==> src/rtl/flap_pkg.sv <==
// flap_pkg: shared types for the flap controller.
// The state encoding is also used by the score/display block, so the
// enum values must not be reordered.
package flap_pkg;

  typedef enum logic [1:0] {
    IDLE   = 2'd0,
    RUN    = 2'd1,
    PAUSED = 2'd2,
    OVER   = 2'd3
  } flap_state_t;

  // One-cycle motion commands sent to every column cell.
  typedef struct packed {
    logic key;
    logic gravity;
  } flap_cmd_t;

endpackage

==> src/rtl/flap_ctrl_edge_sync.sv <==
// edge_sync: 2-FF synchronizer followed by a rising-edge detector.
//   clk     in  system clock
//   reset_n in  async active-low reset
//   d       in  raw asynchronous input
//   level   out synchronized level (second sync FF)
//   pulse   out one-cycle pulse on a synchronized rising edge
module edge_sync (
  input  logic clk,
  input  logic reset_n,
  input  logic d,
  output logic level,
  output logic pulse
);

  // [0],[1] are the synchronizer; [2] is the delayed copy for edge detect.
  logic [2:0] sync_q;

  always_ff @(posedge clk or negedge reset_n) begin
    if (!reset_n) sync_q <= '0;
    else          sync_q <= {sync_q[1:0], d};
  end

  assign level = sync_q[1];
  assign pulse = sync_q[1] & ~sync_q[2];

endmodule

==> src/rtl/flap_ctrl.sv <==
// flap_ctrl: turns the flap button into one-cycle key pulses and a free
// running divider into one-cycle gravity pulses, and owns the game state.
//   clk      in  system clock
//   reset_n  in  async active-low reset
//   key_in   in  raw flap button (async)
//   pause_in in  raw pause switch (async, level)
//   crash    in  collision flag (sync, level)
//   key      out flap pulse, registered
//   gravity  out fall pulse, registered
//   pause    out high whenever state != RUN, registered
//   state_o  out current state
module flap_ctrl
  import flap_pkg::*;
#(
  parameter int GRAV_PERIOD = 12_500_000,
  parameter int FLAP_HOLD   = 2_500_000
) (
  input  logic       clk,
  input  logic       reset_n,
  input  logic       key_in,
  input  logic       pause_in,
  input  logic       crash,
  output logic       key,
  output logic       gravity,
  output logic       pause,
  output logic [1:0] state_o
);

  localparam int GW = $clog2(GRAV_PERIOD);
  localparam int HW = $clog2(FLAP_HOLD + 1);
  localparam logic [GW-1:0] GRAV_LAST = GW'(GRAV_PERIOD - 1);
  localparam logic [HW-1:0] HOLD_LOAD = HW'(FLAP_HOLD);

  flap_state_t   state, state_nxt;
  flap_cmd_t     cmd_nxt;
  logic [GW-1:0] grav_cnt, grav_cnt_nxt;
  logic [HW-1:0] hold_cnt, hold_cnt_nxt;

  logic flap_req, sync_pause;
  logic unused_key_lvl, unused_pause_rise;

  edge_sync u_key_sync (
    .clk     (clk),
    .reset_n (reset_n),
    .d       (key_in),
    .level   (unused_key_lvl),
    .pulse   (flap_req)
  );

  edge_sync u_pause_sync (
    .clk     (clk),
    .reset_n (reset_n),
    .d       (pause_in),
    .level   (sync_pause),
    .pulse   (unused_pause_rise)
  );

  // A crash only counts once the game has started.
  logic crash_hit;
  assign crash_hit = crash && (state != IDLE);

  // State register
  always_ff @(posedge clk or negedge reset_n) begin
    if (!reset_n) state <= IDLE;
    else          state <= state_nxt;
  end

  // Next-state logic
  always_comb begin
    state_nxt = state;
    if (crash_hit) state_nxt = OVER;
    else begin
      unique case (state)
        IDLE:    if (flap_req)    state_nxt = RUN;
        RUN:     if (sync_pause)  state_nxt = PAUSED;
        PAUSED:  if (!sync_pause) state_nxt = RUN;
        default: state_nxt = OVER;
      endcase
    end
  end

  // Pulse and counter next values. Key and gravity live in exclusive
  // branches, so they can never coincide; a flap also restarts the
  // gravity period to give a full grace period.
  always_comb begin
    cmd_nxt      = '0;
    grav_cnt_nxt = grav_cnt;
    hold_cnt_nxt = hold_cnt;
    if (!crash_hit) begin
      unique case (state)
        IDLE: begin
          grav_cnt_nxt = '0;
          if (flap_req) begin
            cmd_nxt.key  = 1'b1;
            hold_cnt_nxt = HOLD_LOAD;
          end
        end
        RUN: begin
          if (hold_cnt != '0) hold_cnt_nxt = hold_cnt - 1'b1;
          if (sync_pause) begin
            // leaving RUN: drop the flap, keep the gravity phase
          end else if (flap_req && (hold_cnt == '0)) begin
            cmd_nxt.key  = 1'b1;
            grav_cnt_nxt = '0;
            hold_cnt_nxt = HOLD_LOAD;
          end else if (grav_cnt == GRAV_LAST) begin
            cmd_nxt.gravity = 1'b1;
            grav_cnt_nxt    = '0;
          end else begin
            grav_cnt_nxt = grav_cnt + 1'b1;
          end
        end
        default: ;  // PAUSED / OVER: everything frozen
      endcase
    end
  end

  // Registered outputs and counters
  always_ff @(posedge clk or negedge reset_n) begin
    if (!reset_n) begin
      key      <= 1'b0;
      gravity  <= 1'b0;
      pause    <= 1'b1;
      grav_cnt <= '0;
      hold_cnt <= '0;
    end else begin
      key      <= cmd_nxt.key;
      gravity  <= cmd_nxt.gravity;
      pause    <= (state_nxt != RUN);
      grav_cnt <= grav_cnt_nxt;
      hold_cnt <= hold_cnt_nxt;
    end
  end

  assign state_o = state;

endmodule

==> config.mk <==
export PLATFORM = sky130hd
export DESIGN_NAME = flap_ctrl
export DESIGN_NICKNAME = d
export VERILOG_FILES = /design/src/rtl/flap_pkg.sv /design/src/rtl/flap_ctrl_edge_sync.sv /design/src/rtl/flap_ctrl.sv
export SDC_FILE = /design/constraint.sdc
export NUM_CORES = 1
export LEC_CHECK = 0
export ABC_AREA = 1
export ABC_CLOCK_PERIOD_IN_PS = 1800
export CORE_MARGIN = 10
export CORE_UTILIZATION = 60
export DETAILED_ROUTE_END_ITERATION = 8
export PLACE_DENSITY = 0.78
export SYNTH_ARGS = -nofsm -noshare
export SYNTH_HDL_FRONTEND = slang
export SYNTH_HIERARCHICAL = 1
export SYNTH_SLANG_ARGS = --single-unit
==> constraint.sdc <==
create_clock -name clk -period 1.8 [get_ports clk]
set_input_delay 0.45 -clock clk [delete_from_list [all_inputs] [get_ports clk]]
set_output_delay 0.45 -clock clk [all_outputs]
set_load 0.005 [all_outputs]
Yosys cells after proc, flatten, opt, wreduce, memory -nomap -nowiden. Index checks and enable logic that the tools add are counted. W data, S select, Z words.

Register bits: 56. Input bits: 5. Output and inout bits: 5. Logic and storage cells: 50.

Add/subtract/negate cells: 2. Eq/ne operators: 6. Mux-type cells: 22. Bitwise logic cells: 3. Reductions and logical operators: 9.

Operator list (count): $mux W22 (4); $mux W24 (3); $pmux W24 S2 (1); $pmux W22 S2 (1); $add A24 B1 Y24 const B (1); $eq A24 B24 Y1 const B (1); $logic_not A22 Y1 (1); $reduce_bool A22 Y1 (1); $sub A22 B1 Y22 const B (1); $mux W2 (6); $pmux W2 S3 (1); $reduce_and A3 Y1 (2); $mux W1 (5); $ne A2 B2 Y1 const B (2); $reduce_bool A2 Y1 (2); $eq A2 B1 Y1 const B (1); $eq A2 B2 Y1 const B (1); $logic_and A1 B1 Y1 (2); $logic_not A2 Y1 (1); $ne A2 B1 Y1 const B (1); $not A1 Y1 (2); $pmux W1 S2 (1); $and A1 B1 Y1 (1).

Logic depth before layout (Yosys ltp). Gate-level depths: netlist of the first run.

Depth after elaboration: 7. Mapped depth: 10. Gate-level depth less buffers: 10.

Hierarchy. The synthesis of the first run kept the hierarchy.

By module, submodules not included: flap_ctrl (times used 1, cells an instance 456, area each 3362.0 µm², seq. area each 1277.5 µm²); edge_sync (times used 2, cells an instance 5, area each 85.1 µm², seq. area each 75.1 µm²).

Worst setup path before layout of the first run. No wires, ideal clock.

Path kind: register to register. Start point: register hold_cnt[0]. End point: register grav_cnt[6]. Setup time: 127 ps. Arrival: 1449 ps. Required time: 1673 ps. Slack: 224 ps. Stages on the path, launching flop included: 11. Buffers on the path: 1. Period minus slack after synthesis: 1576 ps. Cells stage by stage: dfrtp_1 inv_1 ha_1 nand2_1 nor2_2 nand4_2 nand3_2 nand2_4 inv_6 buf_12 nor2_2.

Cells in the longest elaborated chain, start to end: 5.

RTL lines: start: declaration (RTL line flap_ctrl.sv:37) `logic [HW-1:0] hold_cnt, hold_cnt_nxt;`; start signal: assignment (RTL line flap_ctrl.sv:131) `hold_cnt <= hold_cnt_nxt;`; $logic_not A22 Y1 (RTL line flap_ctrl.sv:102) `end else if (flap_req && (hold_cnt == '0)) begin`; $logic_and A1 B1 Y1 (RTL line flap_ctrl.sv:102); $mux W24 (RTL line flap_ctrl.sv:102); $mux W24 (RTL line flap_ctrl.sv:100) `if (sync_pause) begin`; $pmux W24 S2 (RTL line flap_ctrl.sv:90) `unique case (state)`; end signal: assignment (RTL line flap_ctrl.sv:130) `grav_cnt <= grav_cnt_nxt;`; end: declaration (RTL line flap_ctrl.sv:36) `logic [GW-1:0] grav_cnt, grav_cnt_nxt;`.

No other way between the ends. The select of a mux whose other input is x is not followed. A chain may end at the register's enable or synchronous reset.

Worst setup path in the final report of the first run.
Start point: register state[0] (netlist: state_o[0]). End point: output state_o[0].

RTL lines: start: declaration (RTL line flap_ctrl.sv:34) `flap_state_t state, state_nxt;`; start signal: assignment (RTL line flap_ctrl.sv:65) `else state <= state_nxt;`; end: declaration (RTL line flap_ctrl.sv:26) `output logic [1:0] state_o`.

No word-level cell between the ends.

==> results.md, run 1 <==
- Placer congestion estimate: 0.913
- Leakage dissipation: 2.12 nW
- Count of final setup violators: 0
- Number of antenna-violating nets in the routed design: 0
- Cell with the largest stage delay on the worst path: clkdlybuf4s50_1
- First-pass DRT Iterations: 4
- R2r startpoint: hold_cnt[0]$_DFFE_PN0P_
- Row count: 27
- Crit path max fanout: 6
- Quantity of hold-fixing buffers added after cts: 0
- Critical path class: flip-flop to primary output
- Total I/O pin count: 10
- Highest attainable clock frequency: 575 MHz
- Number of global-route vias before repair: 3047
- Rel. slew slack: 0.710
- Remaining Overflow, GRT: 0
- Run status: finished clean
- Via-per-instance ratio: 5.30
- Overall die height: between 90 and 100 um
- Post-detailed-placement half-perimeter wirelength: 5.83 mm
- Total detailed-routing wirelength: 7.67 mm
- Final Hold Violating Endpoints: 0
- Clock latency reported for the late side of the worst-skew pair: 0.31 ns
- Post-synthesis cell area: approximately 3500 sq um
- Clock root cell: clkbuf_8
- Minimum clock period after layout: 1.74 ns
- Critical-path cell list: clkdlybuf4s50_1
- X dimension of the die: 96.3 um
- Class of the tightest hold or removal check: input port to asynchronous set/reset pin
- Antenna violations before repair: 0
- Number of clock buffers inserted by TritonCTS: 5
- Global-route wire length before repair: 13.5 mm
- First element of the critical path: state_o[0]$_DFF_PN0_
- Overall die area: 9280 sq um
- Pre-CTS WS: -0.124 ns
- Total routing usage reported by global routing: 0.181
- WL/cell: 13.5 um
- Detailed router's first-iteration violation count: 147
- Maximum vdd drop: 0.365 mV
- Req. time, crit path: 1.35 ns
- Pin count of the biggest net entering global routing: 40
- Total nets after synthesis: 471
- Reg2Reg Depth: 9
- Core ar.: 5570 sq um
- Clock sink count: 56
- Diode count: 0
- Share of final-layout standard cells stronger than drive strength 1: 0.173
- Post-route design area: 3900 sq um
- CTS tree: done
- Share of the clock period used by the worst path: 0.967
- Post-layout nets: between 500 and 600
- Slew Limit Fails: 0
- Remaining design rule violation count: 0
- Average size of a mapped cell: 7.55 sq um
- Power density cells: 512 nW/um^2
- Standard cell area after detailed placement: 3790 sq um
- Crit-path max cell delay: 0.53 ns
- Vias: ~3000
- Actual slew at the worst max-slew pin: 0.435 ns
- Max Root-Sink Buffers: 2
- Cell Count Post-Placement: 559
- Worst reg-to-reg setup slack: 0.13 ns
- Cells after synthesis: 463
- Final WS setup: 0.0598 ns
- Signal arrival time at the worst endpoint: 1.29 ns
- CP Launch Type: flip-flop
- Yosys warnings: 6
- Clock slew at reported path FFs: 0.10 ns
- Max-cap check violation count: 0
- H-tree Lvls: 2
- Non-filler cells, final: about 570
- Relative area change from synthesis to final layout: 11.4%
- Crit path buffers/inverters: 1
- Utilization of the core after routing: 0.699
- Initial standard-cell utilization of the core: 0.627
- Destination of the worst register-to-register timing path: grav_cnt[19]$_DFFE_PN0P_
- Largest delay share family, worst path: buffers and inverters
- Type of element capturing the critical path: primary output
- Skew final: 0.00784 ns
- PortBufs: 9
routing by layer:
metal,global-route usage,routed length [um],up-vias
li1,-,-,1526
met1,0.212,3320,1413
met2,0.328,3970,59
met3,0.0296,241,15
met4,0.0545,138,0
met5,0,0,-
cells in the final DEF (no fill, tap or decap), types with 2 or more instances in the layout:
cell             count
dfrtp_1             53
nor2_1              66
ha_1                 3
nand2_2              8
a21oi_1              7
clkdlybuf4s50_1      7
o21ai_0             17
nand2_1            111
nand3_1             38
nand4_1             13
inv_2                3
buf_4               21
clkbuf_8             5
nor3_1               8
xnor2_1              2
a21o_1               5
dfrtp_2              2
nor3_2               2
nand2_4              3
nor2_4               7
xor2_1              18
nor2_8               2
nor2_2              21
inv_1               53
nand3b_1             5
nand3_2              4
worst reg2reg max path, cell delays in order (launching register included):
cell     delay [ns]
dfrtp_1        0.41
inv_1          0.11
ha_1           0.18
nand2_1        0.06
nor2_2         0.19
nand4_2        0.15
nand3_2        0.12
nand2_4        0.09
inv_8          0.15
nor2_1         0.09
registers in the layout (all words and copies together), names as in the netlist:
| register | count |
|---|---|
| u_pause_sync/sync_q | 2 |
| grav_cnt | 24 |
| key | 1 |
| gravity | 1 |
| u_key_sync/sync_q | 3 |
| pause | 1 |
| hold_cnt | 22 |
| state_o | 2 |
how the worst max path moves through the flow:
stage | end | slack [ns] | depth (start not counted)
2_1_floorplan | grav_cnt[6]$_DFFE_PN0P_ | 0.22 | 10
3_3_place_gp | grav_cnt[15]$_DFFE_PN0P_ | -0.08 | 9
3_5_place_dp | grav_cnt[19]$_DFFE_PN0P_ | -0.12 | 8
4_1_cts | state_o[1] | 0.04 | 1
5_1_grt | grav_cnt[19]$_DFFE_PN0P_ | -0.009 | 9
6_report | state_o[0] | 0.06 | 1
stage by stage:
step | TNS [ns] | hold WS, ns | power (mW)
2_1_floorplan | 0 | 0.154 | 1.30
3_3_place_gp | -0.512 | 0.332 | 1.34
3_5_place_dp | -1.69 | 0.339 | 1.34
4_1_cts | 0 | 0.0784 | 2.00
5_1_grt | -0.00938 | 0.0918 | 2.06
6_report | 0 | 0.0603 | 2.00
layout make-up:
cell class / instances / area [sq um]
Fill cell: 466 / 1680
Sequential cell: 56 / 1410
Clock inverter: 1 / 5.00
Tap cell: 72 / 90.1
Timing Repair Buffer: 31 / 262
Inverter: 57 / 221
Multi-Input combinational cell: 345 / 1840
Clock buffer: 6 / 72.6
report_power, final:
| part | internal (mW) | switching [mW] | leakage (nW) |
|---|---|---|---|
| Sequential | 1.26 | 0.00218 | 0.678 |
| Combinational | 0.0141 | 0.0343 | 1.40 |
| Clock | 0.267 | 0.416 | 0.0410 |
what timing repair did:
item,CTS,global route
setup buffers,0,2
hold endpoints to repair,0,0
endpoints found under the setup margin,3,27
resized for setup,3,4
pin swaps,0,0
Note: power is estimated with default switching activity, not from simulation.
==> run 2, diff against run 1 <==
--- a/config.mk
+++ b/config.mk
@@ -9,6 +9,7 @@
 export ABC_CLOCK_PERIOD_IN_PS = 1800
 export CORE_MARGIN = 10
 export CORE_UTILIZATION = 60
+export CTS_CLUSTER_DIAMETER = 150
 export DETAILED_ROUTE_END_ITERATION = 8
 export PLACE_DENSITY = 0.78
 export SYNTH_ARGS = -nofsm -noshare
==> results of run 2 <==
No change in the layout: final DEF, timing and power equal those of run 1.
==> run 3, diff against run 2 <==
--- a/config.mk
+++ b/config.mk
@@ -8,10 +8,9 @@
 export ABC_AREA = 1
 export ABC_CLOCK_PERIOD_IN_PS = 1800
 export CORE_MARGIN = 10
-export CORE_UTILIZATION = 60
+export CORE_UTILIZATION = 25
 export CTS_CLUSTER_DIAMETER = 150
 export DETAILED_ROUTE_END_ITERATION = 8
-export PLACE_DENSITY = 0.78
 export SYNTH_ARGS = -nofsm -noshare
 export SYNTH_HDL_FRONTEND = slang
 export SYNTH_HIERARCHICAL = 1
==> run 3 against run 2 <==
Effect of this change: sequential share of layout area shrank 1.6 points; clock-buffer cell count grew 2; sequential power is essentially flat; die area grew 110%; total power grew 16%; routed wire length grew 3.7%; register-to-register slack is essentially flat; clock skew grew 0.0012 ns.
==> results.md, run 3 (synthesis gave the netlist of run 1 again) <==
- Run status: finished clean
- Resized Gates After CTS: 2 (-1)
- Rel. slew slack: 0.771 (+0.0616)
- Actual slew at the worst max-slew pin: 0.340 ns (-0.0950 ns)
- Antenna violations before repair: 0 (unchanged)
- Share of final-layout standard cells stronger than drive strength 1: 0.167 (-0.00638)
- Sw Share: 0.204 (-0.0222)
- Leading cell type in the layout, fill and taps excluded: nand2_1
- Slew Limit Fails: 0 (unchanged)
- Crit path max fanout: 1 (-5)
- Row count: 43 (+59%)
- Max-cap check violation count: 0 (unchanged)
- Largest delay share family, worst path: flip-flops
- Maximum vdd drop: 0.375 mV (+2.5%)
- CP Launch Type: flip-flop
- Power density cells: 566 nW/um^2 (+11%)
- Final Hold Violating Endpoints: 0 (unchanged)
- Cell Count Post-Placement: 663 (+19%)
- Global-route wire length before repair: 13.7 mm (+1.1%)
- Via-per-instance ratio: 4.49 (-15%)
- Remaining design rule violation count: 0 (unchanged)
- Met3 Routed Length: 285 um (+18%)
- Registers with the highest flip-flop counts: grav_cnt x24, hold_cnt x22, u_key_sync/sync_q x3
- Overall die area: 19100 sq um (+110%)
- Type of element capturing the critical path: primary output
- Wire length the detailed router placed on met1: 3.66 mm (+11%)
- Int Power: 1.83 mW (+19%)
- Detailed router's first-iteration violation count: 281 (+91%)
- Post-CTS setup-driven buffer insertion count: 0 (unchanged)
- Total routing usage reported by global routing: 0.0823 (-0.0982)
- CTS tree: done
- Critical-path cell list: clkdlybuf4s50_1
- First element of the critical path: pause$_DFF_PN1_
- Post-layout nets: 498 (-1.2%)
- Max Root-Sink Buffers: 2 (unchanged)
- Non-filler cells, final: 671 (+18%)
- Class of the tightest hold or removal check: input port to asynchronous set/reset pin
- Pin count of the biggest net entering global routing: 57 (+43%)
- Max reg flops: 24 (unchanged)
- Standard cell area after detailed placement: 3910 sq um (+3.1%)
- Fraction of power consumed by combinational cells: 0.022 (-0.002)
- Overall die height: 138 um (+44%)
- X dimension of the die: 138 um (+44%)
- Remaining Overflow, GRT: 0 (unchanged)
- Crit path buffers/inverters: 1 (unchanged)
- Highest attainable clock frequency: 574 MHz (-0.11%)
- Share of the clock period used by the worst path: 0.968 (+0.00106)
- Post-route design area: 4070 sq um (+4.5%)
- Sw power: 471 uW (+4.2%)
- Share of power burned in the clock network: 0.429 (+0.087)
- R2r startpoint: grav_cnt[0]$_DFFE_PN0P_
- Diode count: 0 (unchanged)
- Total I/O pin count: 10 (unchanged)
- Biggest register: grav_cnt
- Clock root cell: clkbuf_16
- Reg power frac: 0.549 (-0.085)
- Minimum clock period after layout: 1.74 ns (+0.00190 ns)
- Signal arrival time at the worst endpoint: 1.29 ns (about the same)
- Cell with the largest stage delay on the worst path: dfstp_2
- Critical path class: flip-flop to primary output
- Relative area change from synthesis to final layout: 16.5%
- Skew final: 0.00902 ns (+0.00118 ns)
- Count of final setup violators: 0 (unchanged)
- Req. time, crit path: 1.35 ns (about the same)
- Commonest non-fill, non-tap cells in the layout: nand2_1 (110), nor2_1 (66), inv_1 (53), dfrtp_1 (53), nand3_1 (38)
- Core ar.: 13800 sq um (+150%)
- Initial standard-cell utilization of the core: 0.254 (-0.373)
- RSZ-0062 raised after global routing: no
- Vias: 3014 (+0.033%)
- Routed length on met2: 3.91 mm (-1.4%)
- H-tree Lvls: 2 (unchanged)
- Worst reg-to-reg setup slack: 0.14 ns (about the same)
- WL/cell: 11.8 um (-12%)
- Crit-path max cell delay: 0.52 ns (about the same)
- Number of clock buffers inserted by TritonCTS: 5 (unchanged)
- Clock sink count: 56 (unchanged)
- Clock latency reported for the late side of the worst-skew pair: 0.29 ns (-0.02 ns)
- First-pass DRT Iterations: 4 (unchanged)
- Quantity of hold-fixing buffers added after cts: 0 (unchanged)
- Total detailed-routing wirelength: 7.95 mm (+3.7%)
- Placer congestion estimate: 0.903 (-1.1%)
- Post-detailed-placement half-perimeter wirelength: 5.86 mm (+0.51%)
- Number of global-route vias before repair: 2941 (-3.5%)
- PortBufs: 9 (unchanged)
- Leakage dissipation: 2.13 nW (+0.24%)
- Clock slew at reported path FFs: 0.07 ns (-0.03 ns)
- Top Layer Used: met4
- Number of antenna-violating nets in the routed design: 0 (unchanged)
==> run 3: layer usage <==
metal	vias to the layer above	global-route usage
li1	1520	-
met1	1431	0.103
met2	53	0.140
met3	10	0.0192
met4	0	0.0178
met5	-	0
==> run 3: per-stage QoR <==
step	power, mW	hold WS (ns)	setup WS (ns)	util	setup TNS [ns]
global placement	1.34	0.335	-0.118	0.284	-0.998
CTS	2.34	0.170	0.0416	0.294	0
global route	2.40	0.181	0.0150	0.296	0
finish	2.31	0.160	0.0579	0.296	0
floorplan	1.30	0.154	0.224	-	0
detailed placement	1.34	0.335	-0.0812	0.284	-1.19
==> run 3: layout make-up <==
class	instances	area, sq um
Tap cell	180	225
Sequential cell	56	1410
Multi-Input combinational cell	345	1850
Timing Repair Buffer	25	230
Fill cell	1481	9700
Inverter	57	219
Clock buffer	8	146
==> run 3: final timing paths <==
kind,endpoint,cells past startpoint
setup / recovery,pause,1
hold / removal,grav_cnt[12]$_DFFE_PN0P_,2
setup reg to reg,grav_cnt[19]$_DFFE_PN0P_,9
hold reg to reg,u_pause_sync/sync_q[1]$_DFF_PN0_,0
max in group asynchronous,pause$_DFF_PN1_,2
min in group clk,u_pause_sync/sync_q[1]$_DFF_PN0_,0
==> run 3: power groups by stage <==
stage	Sequential (mW)	Combinational (mW)	Clock, mW
final	1.27	0.0502	0.990
after global routing	1.27	0.0584	1.07
after CTS	1.27	0.0534	1.02
after detailed placement	1.29	0.0530	0
after global placement	1.29	0.0524	0
after floorplan	1.29	0.0110	0
